===== src/rtl/i2s_pkg.sv =====
// Shared I2S definitions: sample widths, clock ratios, recorder states and frame payload.
package i2s_pkg;

  localparam int unsigned WIDTH              = 16;
  localparam int unsigned ADDR_W             = 17;
  localparam int unsigned MAIN_TO_LEFT_RIGHT = 1536;
  localparam int unsigned MAIN_TO_BIT        = MAIN_TO_LEFT_RIGHT / (2 * WIDTH);

  typedef enum logic [1:0] {
    IDLE,
    ARMED,
    RECORD,
    DRAIN
  } rec_state_t;

  typedef struct packed {
    logic [WIDTH-1:0] left;
    logic [WIDTH-1:0] right;
  } stereo_frame_t;

endpackage


===== src/rtl/i2s_frame_sync.sv =====
// Detects completed stereo frames on ws falling edges and latches the L/R pair
// two cycles later, once the receiver outputs have settled.
module i2s_frame_sync
  import i2s_pkg::*;
(
  input  logic             clk,
  input  logic             rst_n,
  input  logic             ws,
  input  logic [WIDTH-1:0] rx_data_l,
  input  logic [WIDTH-1:0] rx_data_r,
  output logic             frame_rdy,
  output stereo_frame_t    frame
);

  logic ws_d;
  logic fall_d1;
  logic fall_d2;
  logic ws_fall_c;

  assign ws_fall_c = ws_d & ~ws;

  // Edge detect, two-cycle settle delay and frame latch
  always_ff @(posedge clk or negedge rst_n) begin
    if (!rst_n) begin
      ws_d      <= 1'b0;
      fall_d1   <= 1'b0;
      fall_d2   <= 1'b0;
      frame_rdy <= 1'b0;
      frame     <= '0;
    end else begin
      ws_d      <= ws;
      fall_d1   <= ws_fall_c;
      fall_d2   <= fall_d1;
      frame_rdy <= fall_d2;
      if (fall_d2) begin
        frame.left  <= rx_data_l;
        frame.right <= rx_data_r;
      end
    end
  end

endmodule


===== src/rtl/i2s_record_ctrl.sv =====
// Recording sequencer: captures stereo frames and writes them to track memory
// at consecutive addresses, with stop/drain handling and overrun reporting.
module i2s_record_ctrl
  import i2s_pkg::*;
(
  input  logic                 mclk,
  input  logic                 rst_n,
  input  logic                 ws,
  input  logic [WIDTH-1:0]     rx_data_l,
  input  logic [WIDTH-1:0]     rx_data_r,
  input  logic                 arm,
  input  logic                 stop,
  input  logic [ADDR_W-1:0]    base_addr,
  input  logic [ADDR_W-1:0]    rec_len,
  output logic                 wr_req,
  output logic [ADDR_W-1:0]    wr_addr,
  output logic [2*WIDTH-1:0]   wr_data,
  input  logic                 wr_ack,
  output logic                 busy,
  output logic                 done,
  output logic [ADDR_W-1:0]    frame_cnt,
  output logic                 overrun
);

  rec_state_t          state;
  logic [ADDR_W-1:0]   base;
  logic [ADDR_W-1:0]   len;
  logic                frame_rdy;
  stereo_frame_t       frame;
  logic                ack_c;
  logic [ADDR_W-1:0]   cnt_inc_c;
  logic [ADDR_W-1:0]   cnt_eff_c;

  i2s_frame_sync u_frame_sync (
    .clk       (mclk),
    .rst_n     (rst_n),
    .ws        (ws),
    .rx_data_l (rx_data_l),
    .rx_data_r (rx_data_r),
    .frame_rdy (frame_rdy),
    .frame     (frame)
  );

  // An ack only counts against a pending write; cnt_eff_c is the count after this cycle
  assign ack_c     = wr_req & wr_ack;
  assign cnt_inc_c = frame_cnt + ADDR_W'(1);
  assign cnt_eff_c = ack_c ? cnt_inc_c : frame_cnt;

  // Take sequencing, memory write handshake and status outputs
  always_ff @(posedge mclk or negedge rst_n) begin
    if (!rst_n) begin
      state     <= IDLE;
      base      <= '0;
      len       <= '0;
      wr_req    <= 1'b0;
      wr_addr   <= '0;
      wr_data   <= '0;
      busy      <= 1'b0;
      done      <= 1'b0;
      frame_cnt <= '0;
      overrun   <= 1'b0;
    end else begin
      done <= 1'b0;
      case (state)
        IDLE: begin
          if (arm) begin
            base      <= base_addr;
            len       <= rec_len;
            frame_cnt <= '0;
            overrun   <= 1'b0;
            if (rec_len == '0) begin
              done <= 1'b1;
            end else begin
              state <= ARMED;
              busy  <= 1'b1;
            end
          end
        end
        ARMED: begin
          if (stop) begin
            state <= IDLE;
            busy  <= 1'b0;
            done  <= 1'b1;
          end else if (frame_rdy) begin
            wr_data <= frame;
            wr_addr <= base + frame_cnt;
            wr_req  <= 1'b1;
            state   <= RECORD;
          end
        end
        RECORD: begin
          if (ack_c) begin
            frame_cnt <= cnt_inc_c;
          end
          if (ack_c && (cnt_inc_c == len)) begin
            wr_req <= 1'b0;
            state  <= IDLE;
            busy   <= 1'b0;
            done   <= 1'b1;
          end else if (stop) begin
            if (wr_req && !ack_c) begin
              state <= DRAIN;
            end else begin
              wr_req <= 1'b0;
              state  <= IDLE;
              busy   <= 1'b0;
              done   <= 1'b1;
            end
          end else if (frame_rdy) begin
            if (!wr_req || ack_c) begin
              wr_data <= frame;
              wr_addr <= base + cnt_eff_c;
              wr_req  <= 1'b1;
            end else begin
              overrun <= 1'b1;
            end
          end else if (ack_c) begin
            wr_req <= 1'b0;
          end
        end
        DRAIN: begin
          if (ack_c) begin
            frame_cnt <= cnt_inc_c;
            wr_req    <= 1'b0;
            state     <= IDLE;
            busy      <= 1'b0;
            done      <= 1'b1;
          end
        end
        default: state <= IDLE;
      endcase
    end
  end

endmodule


===== config.mk =====
export PLATFORM = sky130hd
export DESIGN_NAME = i2s_record_ctrl
export DESIGN_NICKNAME = d
export VERILOG_FILES = /design/src/rtl/i2s_pkg.sv /design/src/rtl/i2s_frame_sync.sv /design/src/rtl/i2s_record_ctrl.sv
export SDC_FILE = /design/constraint.sdc
export NUM_CORES = 1
export LEC_CHECK = 0
export CORE_ASPECT_RATIO = 1.25
export CORE_MARGIN = 4
export CORE_UTILIZATION = 45
export CTS_CLUSTER_SIZE = 16
export DETAILED_ROUTE_END_ITERATION = 7
export PLACE_DENSITY_LB_ADDON = 0.1
export SLEW_MARGIN = 40
export SYNTH_ARGS = -nofsm -noshare
export SYNTH_HDL_FRONTEND = slang
export SYNTH_SLANG_ARGS = --single-unit

===== constraint.sdc =====
create_clock -name mclk -period 3.3 [get_ports mclk]
set_clock_uncertainty 0.1 [all_clocks]
set_input_delay 0.825 -clock mclk [delete_from_list [all_inputs] [get_ports mclk]]
set_output_delay 0.825 -clock mclk [all_outputs]
set_load 0.005 [all_outputs]

==> impl_metrics.toml <==
[timing]
timing.final.crit_share_pct = 99.2
worst_slew_pin_slew_ns = 0.559
period_needed_ns = 3.27
finalHoldViolCount = 0
slew_headroom_pct = 62.6
hold_ws_ns = 0.200
setup_viol_count_final = 0
rsz0062_at_grt = "true"
setup_tns_ns = 0
slew_viol_final = 0
fmax_ghz = 0.306

[critical_path]
start_kind = "flop"
crit_chain = "ha_4 > nand3_4 > buf_6 > nor3_4 > buf_6 > buf_6 > nand3_4 > o211ai_1 > or4b_4 > o41ai_4 > o221ai_4 > clkbuf_16 > mux2_4"
cp.required_ns = 3.50
rr_worst_depth = 13
r2r_slack_ns = 0.03
cp-startpoint = "frame_cnt[1]"
crit_type = "flop to flop"
cp_data_arrival_time_ns = 3.48
critPathCaptureType = "flop"
r2r_start = "frame_cnt[1]"
cp-endpoint = "wr_data[7]"
worst-path-max-fanout = 6
slowest_stage = "or4b_4"
cp_common_cell = "buf_6"
r2r_end = "wr_data[7]"
slowest_delay_ns = 0.54

[logic_synthesis]
synth_ff_type = "dfrtp_1"
yosysWarnings = 0
synth_enable_flop_cells = 0
synthesis.nets = 822
yosysTopAreaCell = "dfrtp_1"
synth_seq_area_share_pct = 48.0
synth_cells = 732
netlist.area_leader.share_pct = 48.0
synth_area_leaders = "dfrtp_1 48%, mux2_2 11%, nand2_1 7.7%"
netlist_area_mm2 = 0.00740
syn_area_per_cell_um2 = 10.1
synthArstFlopShare_pct = 100
yosys.cell_types.count = 56
ys_seq_elements = 142

[power_and_ir_drop]
seq_power_share_pct = 35.6
p_switching_mw = 2.66
p_int_mw = 5.10
powerDensity_mw_per_mm2 = 730
pwr-share-comb_pct = 40.5
peakVddDrop_mv = 0.466
p_leak_nw = 4.68
finalPower_mw = 7.76
switching_share_pct = 34.2
power.share.clock_pct = 23.9

[cells_and_area]
drive_gt1_share_pct = 28.0
num_antenna_cells = 0
fin_cells = 1182
nets = 1043
final_cell_mix = "148 x nand2_1, 139 x clkdlybuf4s50_1, 137 x dfrtp_1"
synthToLayoutAreaGrowth_pct = 43.6
mostFrequentLayoutCell = "nand2_1"
fillers = 1329

[floorplanning]
die_w_um = 123
core-area_mm2 = 0.0162
die_y_um = 151
start_util_pct = 45.7
rows = 52
dieArea_mm2 = 0.0186
ios = 142

[cts]
numClockSinks = 142
h-tree-depth = 4
clkTransAtPathRegs_ns = 0.07
root_buffer = "clkbuf_16"
cts_tree = "yes"
clk_path_buf_depth = 2
insertion_delay_ns = 0.43
cts_hold_buf = 0
cts_made_buffers = 17

[hold_path]
hold_class = "input port to asynchronous set/reset pin"

[routing]
drcViolationCount = 0
vias = 6277
routed_wl_um = 22200
wl_per_cell_um = 18.8
dr.first_iter.drc_count = 431
via_per_inst = 5.31
drt_pass1_iterations = 5
antenna_left = 0

[global_route]
track_usage_pct = 23.8
grt_pass1_vias = 6606
antenna_found_initial = 0
grt-ovfl-total = 0
grt_max_degree = 65
grt_pass1_wl_um = 34000

[placement]
place_inst = 1132
gp_congestion = 0.904
post-dp-hpwl_um = 15600
portBuffers = 141

[run]
maxCapViolCount = 0

[outcome]
status = "finished, final reports clean"
what timing repair did:
action                                  CTS  global route
endpoints found under the hold margin     0             0
resized for setup                        15            42
pin swaps                                10            20
endpoints found under the setup margin   49            48
buffers inserted                          2            12
cloned                                    0             5
area by class of cell:
type                            count  area (um^2)  area share [%]
Multi-Input combinational cell    537         3880            36.5
Timing Repair Buffer              246         2320            21.8
Tap cell                          216          270            2.54
Sequential cell                   142         3560            33.5
Clock buffer                       18          439            4.13
Clock inverter                     14          128            1.20
Inverter                            9         33.8           0.318
routing by layer:
layer / track usage, % / routed length (um)
met1: 29.4 / 9140
met2: 39.5 / 11100
met3: 6.20 / 1400
met4: 9.64 / 523
met5: 0 / 0
synth_stat cells, types with 4 or more instances:
library cell    n
inv_1           9
nor4_1          5
xor2_1         15
nand2_1       152
xnor2_1        39
dfrtp_1       142
or2_2           4
nor3_1         12
mux2i_1         6
buf_4           4
clkbuf_1       19
nand2b_1        5
nand3_1        19
o211ai_1        8
o21ai_0        31
ha_1           17
nor2_1         39
a31oi_1        12
buf_1           9
nor2b_1        11
and3_1          8
buf_2          10
mux2_2         71
mux2_4          9
o31ai_1         4
a21oi_1        26
worst min path at each step:
stage                                    start                   end  slack (ns)  cells past startpoint
final                                    rst_n                  done        0.20                      1
after global routing                     rst_n     u_frame_sync.ws_d        0.22                      1
after CTS                                rst_n                  done        0.19                      1
after detailed placement  u_frame_sync.fall_d1  u_frame_sync.fall_d2        0.24                      0
after global placement    u_frame_sync.fall_d1  u_frame_sync.fall_d2        0.24                      0
after floorplan           u_frame_sync.fall_d1  u_frame_sync.fall_d2        0.23                      0
flip-flops by register name (all words and copies together), names as in the netlist:
name and flops:
overrun 1, u_frame_sync.frame 32, u_frame_sync.ws_d 1, base 17
wr_req 1, u_frame_sync.fall_d1 1, done 1, len 17
u_frame_sync.fall_d2 1, wr_addr 17, wr_data 32, frame_cnt 17
state 2, busy 1, u_frame_sync.frame_rdy 1
critical path: cells and delay by family, from the launching register on:
kind            cells  cell delay, ns
fa+ha+maj           1            0.19
mux                 1            0.30
compound gates      3            0.68
simple gates        4            0.77
buf+inv             4            0.66
flops               1            0.45
cell families after synthesis:
kind of cell | Yosys count | share of synthesized area, %
AOI/OAI and AO/OA | 104 | 8.87
DFF | 142 | 48.0
muxes | 86 | 13.4
and+or+nand+nor | 275 | 16.9
buffers and inverters | 53 | 3.26
xor gates and xnor gates | 54 | 6.39
adders and majority gates | 18 | 3.14
power groups by stage:
stage | Sequential, mW | Combinational [mW] | Clock (mW)
finish | 2.76 | 3.15 | 1.85
global route | 2.85 | 3.44 | 1.96
CTS | 2.75 | 3.03 | 1.89
detailed placement | 2.77 | 2.98 | 0
global placement | 2.74 | 2.91 | 0
floorplan | 2.70 | 1.57 | 0
through the flow:
| stage | util (%) | worst slack, ns | instance area (um^2) |
|---|---|---|---|
| floorplan | - | -0.186 | 7490 |
| global placement | 59.5 | -0.767 | 9640 |
| detailed placement | 59.5 | -0.875 | 9640 |
| CTS | 63.4 | 0.00246 | 10300 |
| global route | 65.6 | -0.0995 | 10600 |
| finish | 65.6 | 0.0275 | 10600 |
No activity file was read; power rests on OpenSTA's default activity.
